===== src/rtl/mem_stage.sv =====
// -----------------------------------------------------------------------------
// mem_stage -- pipeline MEM stage sitting directly after EX.
//
// Takes the EX result bundle, runs loads/stores over a req/ack data bus,
// raises the fetch redirect for taken control transfers, and registers the
// writeback bundle for WB. Upstream is stalled while a bus access is pending.
//
// Ports
//   clk, rst_n                 clock (rising edge), async active-low reset
//   valid_in                   EX bundle valid this cycle
//   opcode, funct3, pc_in      instruction fields passed along from EX
//   c, b                       ALU result (address / target / value), store data
//   jump_or_branch             control transfer taken
//   reg_wr_addr                destination register
//   stall                      upstream must hold its outputs stable
//   redirect_valid/_pc         combinational fetch redirect
//   dmem_req/we/addr/wdata/strb  data bus request (combinational)
//   dmem_ack, dmem_rdata       data bus completion and read word
//   wb_valid/we/rd/data        registered writeback bundle
//   exc_misaligned, exc_bus    registered single-cycle exception pulses
// -----------------------------------------------------------------------------
module mem_stage #(
  parameter int TIMEOUT = 16
) (
  input  logic        clk,
  input  logic        rst_n,
  input  logic        valid_in,
  input  logic [6:0]  opcode,
  input  logic [2:0]  funct3,
  input  logic [31:0] pc_in,
  input  logic [31:0] c,
  input  logic [31:0] b,
  input  logic        jump_or_branch,
  input  logic [4:0]  reg_wr_addr,
  output logic        stall,
  output logic        redirect_valid,
  output logic [31:0] redirect_pc,
  output logic        dmem_req,
  output logic        dmem_we,
  output logic [31:0] dmem_addr,
  output logic [31:0] dmem_wdata,
  output logic [3:0]  dmem_strb,
  input  logic        dmem_ack,
  input  logic [31:0] dmem_rdata,
  output logic        wb_valid,
  output logic        wb_we,
  output logic [4:0]  wb_rd,
  output logic [31:0] wb_data,
  output logic        exc_misaligned,
  output logic        exc_bus
);

  localparam logic [6:0] OP_LOAD   = 7'b0000011;
  localparam logic [6:0] OP_STORE  = 7'b0100011;
  localparam logic [6:0] OP_JAL    = 7'b1101111;
  localparam logic [6:0] OP_JALR   = 7'b1100111;
  localparam logic [6:0] OP_BRANCH = 7'b1100011;
  localparam logic [6:0] OP_LUI    = 7'b0110111;
  localparam logic [6:0] OP_AUIPC  = 7'b0010111;
  localparam logic [6:0] OP_OP     = 7'b0110011;
  localparam logic [6:0] OP_IMM    = 7'b0010011;

  // WAIT is entered with the counter at 1 after the first request cycle, so
  // the request has been up for cnt_q+1 cycles during a WAIT cycle. The last
  // allowed request cycle is therefore the one with cnt_q == TIMEOUT-1.
  localparam logic [7:0] CNT_LAST = 8'(TIMEOUT - 1);

  typedef enum logic {S_IDLE, S_WAIT} state_t;

  function automatic logic is_misaligned(input logic [2:0] f3, input logic [1:0] a);
    logic r;
    case (f3[1:0])
      2'b01:   r = a[0];
      2'b10:   r = (a != 2'b00);
      default: r = 1'b0;
    endcase
    return r;
  endfunction

  function automatic logic [3:0] store_strb(input logic [2:0] f3, input logic [1:0] a);
    logic [3:0] r;
    case (f3[1:0])
      2'b00:   r = 4'b0001 << a;
      2'b01:   r = 4'b0011 << a;
      default: r = 4'b1111;
    endcase
    return r;
  endfunction

  // Sub-word data is replicated across lanes; the strobes pick the live bytes.
  function automatic logic [31:0] store_data(input logic [2:0] f3, input logic [31:0] d);
    logic [31:0] r;
    case (f3[1:0])
      2'b00:   r = {4{d[7:0]}};
      2'b01:   r = {2{d[15:0]}};
      default: r = d;
    endcase
    return r;
  endfunction

  function automatic logic [31:0] load_extract(input logic [2:0] f3, input logic [1:0] a,
                                               input logic [31:0] w);
    logic [7:0]  by;
    logic [15:0] hw;
    logic [31:0] r;
    by = w[{a, 3'b000} +: 8];
    hw = w[{a[1], 4'b0000} +: 16];
    case (f3)
      3'b000:  r = {{24{by[7]}}, by};
      3'b001:  r = {{16{hw[15]}}, hw};
      3'b100:  r = {24'b0, by};
      3'b101:  r = {16'b0, hw};
      default: r = w;
    endcase
    return r;
  endfunction

  state_t      state_q, state_d;
  logic [7:0]  cnt_q, cnt_d;
  logic        wb_valid_q, wb_valid_d;
  logic        wb_we_q, wb_we_d;
  logic [4:0]  wb_rd_q, wb_rd_d;
  logic [31:0] wb_data_q, wb_data_d;
  logic        exc_mis_q, exc_mis_d;
  logic        exc_bus_q, exc_bus_d;

  logic v, is_load, is_store, is_mem, is_jump, is_ctrl, writes_rd, mis;
  logic req, done;

  always_comb begin
    // Valid is masked by reset so every combinational output is quiet then.
    v         = valid_in & rst_n;
    is_load   = (opcode == OP_LOAD);
    is_store  = (opcode == OP_STORE);
    is_mem    = is_load | is_store;
    is_jump   = (opcode == OP_JAL) | (opcode == OP_JALR);
    is_ctrl   = is_jump | (opcode == OP_BRANCH);
    writes_rd = is_load | is_jump | (opcode == OP_LUI) | (opcode == OP_AUIPC) |
                (opcode == OP_OP) | (opcode == OP_IMM);
    mis       = is_mem & is_misaligned(funct3, c[1:0]);

    state_d   = state_q;
    cnt_d     = cnt_q;
    req       = 1'b0;
    stall     = 1'b0;
    done      = 1'b0;
    exc_mis_d = 1'b0;
    exc_bus_d = 1'b0;

    case (state_q)
      S_IDLE: begin
        if (v) begin
          if (is_mem && !mis) begin
            req = 1'b1;
            if (dmem_ack) begin
              done = 1'b1;
            end else begin
              stall   = 1'b1;
              state_d = S_WAIT;
              cnt_d   = 8'd1;
            end
          end else begin
            // Non-memory ops and misaligned accesses finish without the bus.
            done      = 1'b1;
            exc_mis_d = mis;
          end
        end
      end
      S_WAIT: begin
        req = 1'b1;
        if (dmem_ack) begin
          done    = 1'b1;
          state_d = S_IDLE;
          cnt_d   = 8'd0;
        end else if (cnt_q >= CNT_LAST) begin
          done      = 1'b1;
          exc_bus_d = 1'b1;
          state_d   = S_IDLE;
          cnt_d     = 8'd0;
        end else begin
          stall = 1'b1;
          cnt_d = cnt_q + 8'd1;
        end
      end
      default: begin
        state_d = S_IDLE;
        cnt_d   = 8'd0;
      end
    endcase

    dmem_req   = req;
    dmem_we    = req & is_store;
    dmem_addr  = req ? {c[31:2], 2'b00} : 32'd0;
    dmem_strb  = (req && is_store) ? store_strb(funct3, c[1:0]) : 4'b0000;
    dmem_wdata = (req && is_store) ? store_data(funct3, b) : 32'd0;

    redirect_valid = v & jump_or_branch & is_ctrl & ~stall;
    redirect_pc    = !v ? 32'd0 : (opcode == OP_JALR) ? {c[31:1], 1'b0} : c;

    wb_valid_d = done;
    wb_we_d    = done & writes_rd & (reg_wr_addr != 5'd0) & ~exc_mis_d & ~exc_bus_d;
    wb_rd_d    = done ? reg_wr_addr : 5'd0;
    wb_data_d  = 32'd0;
    if (done && !exc_mis_d && !exc_bus_d) begin
      if (is_load)      wb_data_d = load_extract(funct3, c[1:0], dmem_rdata);
      else if (is_jump) wb_data_d = pc_in + 32'd4;
      else              wb_data_d = c;
    end
  end

  always_ff @(posedge clk or negedge rst_n) begin
    if (!rst_n) begin
      state_q    <= S_IDLE;
      cnt_q      <= 8'd0;
      wb_valid_q <= 1'b0;
      wb_we_q    <= 1'b0;
      wb_rd_q    <= 5'd0;
      wb_data_q  <= 32'd0;
      exc_mis_q  <= 1'b0;
      exc_bus_q  <= 1'b0;
    end else begin
      state_q    <= state_d;
      cnt_q      <= cnt_d;
      wb_valid_q <= wb_valid_d;
      wb_we_q    <= wb_we_d;
      wb_rd_q    <= wb_rd_d;
      wb_data_q  <= wb_data_d;
      exc_mis_q  <= exc_mis_d;
      exc_bus_q  <= exc_bus_d;
    end
  end

  assign wb_valid       = wb_valid_q;
  assign wb_we          = wb_we_q;
  assign wb_rd          = wb_rd_q;
  assign wb_data        = wb_data_q;
  assign exc_misaligned = exc_mis_q;
  assign exc_bus        = exc_bus_q;

endmodule


===== config.mk =====
export PLATFORM = sky130hd
export DESIGN_NAME = mem_stage
export DESIGN_NICKNAME = d
export VERILOG_FILES = /design/src/rtl/mem_stage.sv
export SDC_FILE = /design/constraint.sdc
export NUM_CORES = 1
export LEC_CHECK = 0
export ABC_AREA = 1
export CAP_MARGIN = 20
export CORE_UTILIZATION = 39
export CTS_CLUSTER_SIZE = 14
export DETAILED_ROUTE_END_ITERATION = 10
export PLACE_DENSITY = 0.86
export SETUP_SLACK_MARGIN = 0.02
export SYNTH_ARGS = -nofsm -noshare
export SYNTH_HDL_FRONTEND = slang
export SYNTH_SLANG_ARGS = --single-unit

===== constraint.sdc =====
create_clock -name clk -period 2.3 [get_ports clk]
set_input_delay 0.23 -clock clk [delete_from_list [all_inputs] [get_ports clk]]
set_output_delay 0.23 -clock clk [all_outputs]
set_load 0.05 [all_outputs]

==> impl_metrics.py, run 1 <==
metrics = {
    "global_route": {
        "grt_overflow": 0,
        "grt_pass1_wl_mm": 33.1,
        "antenna_found_initial": 0,
        "grt_max_degree": 51,
        "grt_pass1_vias": 6396,
        "gr-usage-all-layers": 0.321,
    },
    "critical_path": {
        "path_delay_family": "buffers and inverters",
        "crit_path_start_kind": "input pin",
        "critPathMaxFanout": 6,
        "crit_required_ns": 2.07,
        "rr_worst_depth": 12,
        "path_cells": "clkdlybuf4s50_1, nand2_2, inv_2, nand2_4, nor2_4, nand4_1, nor2_8, buf_6, nand2_4, nor2_2, buf_6",
        "max_stage_delay_ns": 0.48,
        "crit_path_end_kind": "output pin",
        "cp.arrival_ns": 2.00,
        "path_buf_inv": 4,
        "critical_path_class": "input pin to output pin",
        "worst-path-stages": 11,
        "cpMaxStageDelayCell": "clkdlybuf4s50_1",
    },
    "synthesis": {
        "syn_area_sq_mm": 0.00489,
        "synth_cell_type_count": 36,
        "syn_inst": 869,
        "ys_seq_area_frac": 0.256,
        "ys_warn_count": 0,
        "syn_area_per_cell_sq_um": 5.63,
        "yosys_register_bits": 50,
    },
    "sta": {
        "maxSlewHeadroom": 0.567,
        "hold_viol_final": 0,
        "fin_tns_setup_ns": 0,
        "worst_pin_slew_ns": 0.650,
        "slew_violations": 0,
        "fin_crit_sh": 0.969,
        "max_freq_mhz": 449,
        "setup_violations": 0,
        "rsz0062_at_grt": "yes",
        "fin_crit_ns": 2.23,
        "clock_skew_ns": 0.00730,
    },
    "clock_tree": {
        "cts_buffers": 5,
        "cts_tree": "done",
        "cts.sinks": 50,
        "clockBufferDepth": 2,
        "cts_hold_buf": 0,
        "clkSlewWorstSetupHoldPaths_ns": 0.07,
        "htreeDepth": 2,
        "cts-root-buf": "clkbuf_16",
        "clk_latency_ns": 0.29,
    },
    "detailed_routing": {
        "routed_wl_mm": 21.0,
        "ant_nets": 0,
        "viasPerCell": 5.08,
        "num_vias": 6818,
        "drc": 0,
        "first_pass_iters": 6,
        "wl_per_cell_um": 15.6,
        "drt_iter0_drc": 534,
    },
    "die": {
        "core_area_sq_mm": 0.0121,
        "dieArea_sq_mm": 0.0130,
        "io_pins": 293,
        "die_h_um": 114,
        "start_util": 0.404,
        "die_w_um": 114,
        "fp-row-count": 40,
    },
    "place": {
        "dpl-instance-area_sq_mm": 0.00839,
        "port_buffers": 290,
        "dp_hpwl_mm": 16.8,
        "gp_congestion": 0.984,
    },
    "layout": {
        "final_nets": 1325,
        "multi_input_area_sq_mm": 0.00311,
        "num_antenna_cells": 0,
        "drive_gt1_frac": 0.189,
        "seq_area_sq_mm": 0.00125,
        "fin_util": 0.717,
        "synthToLayoutAreaGrowth_pct": 77.7,
        "fill_cells": 1040,
        "final_cell_area_sq_mm": 0.00869,
    },
    "power": {
        "ir_drop_mv": 0.285,
        "power_density_mw_per_mm2": 411,
        "p_leak_uw": 0.00425,
    },
    "run_status": {
        "status": "finished, final reports clean",
    },
    "flow_run": {
        "drv_cap": 0,
    },
    "min_path": {
        "hold_class": "input pin to asynchronous set/reset pin",
    },
}
-- per-stage QoR --
stage	std cells	hold WS (ns)	total power, uW	worst slack (ns)
finish	1341	0.0633	3570	0.0717
detailed placement	1327	0.409	2700	-0.154
CTS	1341	0.0967	3570	0.0249
floorplan	870	-0.0656	1910	-0.206
global route	1341	0.132	3730	-0.00710
global placement	1327	0.401	2690	-0.0681
-- cell families (layout without fill, tap and decap cells) --
logic type | after synthesis | in the layout | synth area share
compound gates | 130 | 130 | 0.140
flops | 50 | 50 | 0.256
xor+xnor | 9 | 9 | 0.0161
buf+inv | 153 | 456 | 0.130
other cells | 1 | 2 | 0.000767
fa+ha+maj | 5 | 5 | 0.0128
simple gates | 521 | 521 | 0.444
-- cell usage after synthesis (all sizes together) --
cell,instances,area [sq um]
a21oi,82,410
a22oi,1,7.51
a211oi,1,7.51
buf,26,160
inv,115,432
or2,13,81.3
clkbuf,12,45.0
nor3,6,30.0
o211ai,4,30.0
nor4,1,6.26
nand3,58,305
ha,5,62.6
dfrtp,50,1250
o21a,1,7.51
o21ai,35,175
conb,1,3.75
nor2,212,847
nand2,224,856
o32ai,1,8.76
o2111ai,1,8.76
xor2,6,52.6
xnor2,3,26.3
nand4,7,43.8
o21bai,4,30.0
-- sequential cells by signal (all words and copies together) (netlist names) --
signal	count
cnt_q	8
exc_bus	1
exc_misaligned	1
wb_valid	1
wb_we	1
wb_rd	5
wb_data	32
state_q	1
-- cells in the final DEF, fill, tap and decap left out, drive strengths merged --
| cell type | n |
|---|---|
| xnor2 | 3 |
| buf | 146 |
| inv | 116 |
| nand3 | 58 |
| o21ai | 35 |
| nand4 | 7 |
| nor2 | 212 |
| or2 | 13 |
| o211ai | 4 |
| nor3 | 6 |
| o32ai | 1 |
| ha | 5 |
| clkbuf | 5 |
| dlygate4sd2 | 4 |
| dfrtp | 50 |
| bufinv | 1 |
| a211oi | 1 |
| o21a | 1 |
| o2111ai | 1 |
| conb | 2 |
| o21bai | 4 |
| a22oi | 1 |
| dlymetal6s2s | 1 |
| nor4 | 1 |
| nand2 | 224 |
| clkinvlp | 1 |
| xor2 | 6 |
| clkdlybuf4s50 | 182 |
| a21oi | 82 |
-- routing by layer --
layer	up-vias	GRT usage	part of all wire	wire length, um
met4	0	0.107	0.034	722
met1	3109	0.442	0.42	8890
li1	3311	-	-	-
met3	51	0.0436	0.075	1580
met5	-	0	0	0
met2	347	0.519	0.47	9770
-- final timing paths --
path / endpoint / startpoint / slack, ns
hold reg to reg: cnt_q[5] / cnt_q[5] / 0.49
min in group clk: exc_misaligned / rst_n / 0.47
max in group asynchronous: wb_data[13] / rst_n / 1.79
setup reg to reg: wb_data[8] / cnt_q[0] / 0.44
hold / removal: cnt_q[5] / rst_n / 0.06
setup / recovery: dmem_wdata[24] / opcode[1] / 0.07
-- power breakdown --
part | internal (uW) | switching, uW
Clock | 521 | 346
Combinational | 687 | 1030
Sequential | 952 | 42.6
-- repair_timing --
action	4_1_cts	5_1_grt
endpoints found under the setup margin	59	50
endpoints found under the hold margin	0	0
resized for setup	25	10
pin swaps	5	8
buffers inserted	6	0
-- layout make-up --
class,count,area share
clock buffers,5,0.0144
clock inverters,3,0.00562
inverters,115,0.0503
multi-input cells,667,0.358
flip-flops and latches,50,0.144
well taps,168,0.0242
repair buffers,333,0.403
Power figures use the tool's default switching activity.
==> run 2, diff against run 1 <==
- CORE_MARGIN: default -> 2
- CORE_UTILIZATION: 39 -> 37
- PLACE_DENSITY: 0.86 -> 0.83
==> run 2 against run 1 <==
Sequential share of layout area shrank 0.18 points. Fmax fell by 0.70%. Critical path depth did not move. Utilization shrank 2.9 points. Die area rose by 8.9%. Routed wire length is 2.0% higher. Design area is 1.3% higher. Highest routed layer unchanged.
==> impl_metrics.py, run 2 (synthesis results as in run 1) <==
metrics = {
    "sta": {
        "fin_crit_sh": 0.976,
        "holdWs_ns": 0.0509,
        "hold_viol_final": 0,
        "clock_skew_ns": 0.00693,
        "setup_violations": 0,
        "fin_crit_ns": 2.24,
        "fin_ws_ns": 0.0561,
        "max_freq_mhz": 446,
        "slew_violations": 0,
        "worst_pin_slew_ns": 0.649,
        "maxSlewHeadroom": 0.567,
        "fin_tns_setup_ns": 0,
    },
    "detailed_routing": {
        "ant_nets": 0,
        "routed_wl_mm": 21.4,
        "drc": 0,
        "num_vias": 6689,
        "first_pass_iters": 5,
        "wl_per_cell_um": 15.9,
        "viasPerCell": 4.97,
        "drt_iter0_drc": 427,
    },
    "min_path": {
        "hold_class": "input pin to asynchronous set/reset pin",
    },
    "power": {
        "ir_drop_mv": 0.347,
        "power_density_mw_per_mm2": 397,
        "total_power_uw": 3490,
        "p_leak_uw": 0.00426,
    },
    "critical_path": {
        "reg2reg_slack_ns": 0.58,
        "path_buf_inv": 4,
        "timing.rr.start": "cnt_q[0]",
        "path_cells": "clkdlybuf4s50_1, nand2_2, inv_2, nand2_4, nor2_4, nand4_1, nor2_8, buf_4, nand2_1, nor2_2, buf_4",
        "crit_path_start_kind": "input pin",
        "critical_path_class": "input pin to output pin",
        "crit_path_end_kind": "output pin",
        "max_stage_delay_ns": 0.47,
        "rr_endpoint": "wb_data[12]",
        "critPathMaxFanout": 4,
        "path_delay_family": "buffers and inverters",
        "cp.arrival_ns": 2.01,
        "rr_worst_depth": 11,
        "cpMostUsedCell": "buf_4",
        "cpMaxStageDelayCell": "clkdlybuf4s50_1",
        "crit_required_ns": 2.07,
    },
    "layout": {
        "layout_common_cells": "nand2_1, clkdlybuf4s50_1, nor2_1",
        "instances_no_fill": 1345,
        "largest_reg_flops": 32,
        "final_nets": 1325,
        "final_common_cell": "nand2_1",
        "drive_gt1_frac": 0.192,
        "synthToLayoutAreaGrowth_pct": 80.0,
        "num_antenna_cells": 0,
    },
    "clock_tree": {
        "clockBufferDepth": 2,
        "cts_buffers": 5,
        "cts_hold_buf": 0,
        "clk_latency_ns": 0.29,
        "clkSlewWorstSetupHoldPaths_ns": 0.07,
        "cts_tree": "done",
        "cts-root-buf": "clkbuf_16",
        "cts.sinks": 50,
        "htreeDepth": 2,
    },
    "run_status": {
        "status": "finished, final reports clean",
    },
    "die": {
        "fp-row-count": 41,
        "dieArea_sq_mm": 0.0141,
        "start_util": 0.383,
        "io_pins": 293,
        "die_w_um": 119,
        "die_h_um": 119,
        "core_area_sq_mm": 0.0128,
    },
    "global_route": {
        "grt_max_degree": 51,
        "grt_pass1_vias": 6318,
        "grt_overflow": 0,
        "antenna_found_initial": 0,
        "grt_pass1_wl_mm": 33.2,
        "gr-usage-all-layers": 0.293,
    },
    "flow_run": {
        "drv_cap": 0,
    },
    "place": {
        "post-place-ws_ns": -0.0658,
        "dp_hpwl_mm": 17.1,
        "gp_congestion": 0.996,
        "port_buffers": 290,
        "dp.cells": 1333,
    },
}
==> run 2: cell count changes in the layout (fill, tap and decap cells not counted), moves of 4 or more <==
cell	before	now
buf_4	95	79
buf_6	10	23
nor2_1	180	172
nor2_4	6	12
nand2_1	213	218
nand2_2	8	4
==> run 2: power by group <==
part / leakage [uW] / internal (uW) / switching, uW
clock: 0.0000735 / 437 / 344
sequential: 0.000673 / 952 / 41.4
combinational: 0.00351 / 688 / 1030
==> run 2: timing repair <==
action,4_1_cts,5_1_grt
gates resized for setup,30,21
buffers inserted,4,0
setup endpoints to repair,35,36
pin swaps,4,3
endpoints found under the hold margin,0,0
==> run 2: area by class of cell <==
class | count | area, sq um
inverter | 115 | 432
sequential | 50 | 1250
fill | 1091 | 3980
clock inverter | 2 | 16.3
tap | 172 | 215
clock buffer | 6 | 139
multi-input combinational | 667 | 3150
timing repair buffer | 333 | 3590
==> run 2: through the flow <==
stage                util  cell area (sq um)
floorplan               -               4960
global placement    0.661               8440
detailed placement  0.661               8440
CTS                 0.683               8720
global route        0.689               8800
finish              0.689               8800
==> run 2: per-layer routing <==
metal  wire (um)  track usage  vias to the layer above
met5           0            0                        -
met4         606       0.0900                        0
met3        1810       0.0522                       44
met2        9940        0.474                      354
met1        9030        0.398                     2988
li1            -            -                     3303
==> run 2: how the worst max path moves through the flow <==
stage | slack (ns) | start | end | depth (start not counted)
after floorplan | -0.21 | funct3[1] | dmem_strb[0] | 13
after global placement | 0.005 | funct3[1] | dmem_wdata[15] | 14
after detailed placement | -0.07 | funct3[1] | dmem_strb[1] | 14
after CTS | 0.04 | c[0] | dmem_strb[2] | 11
after global routing | -0.06 | opcode[0] | dmem_wdata[28] | 11
final | 0.06 | opcode[1] | dmem_wdata[28] | 11
==> run 3, diff against run 2 <==
- CAP_MARGIN: 20 -> 30
==> results of run 3 <==
No change in the layout: final DEF, timing and power equal those of run 2.
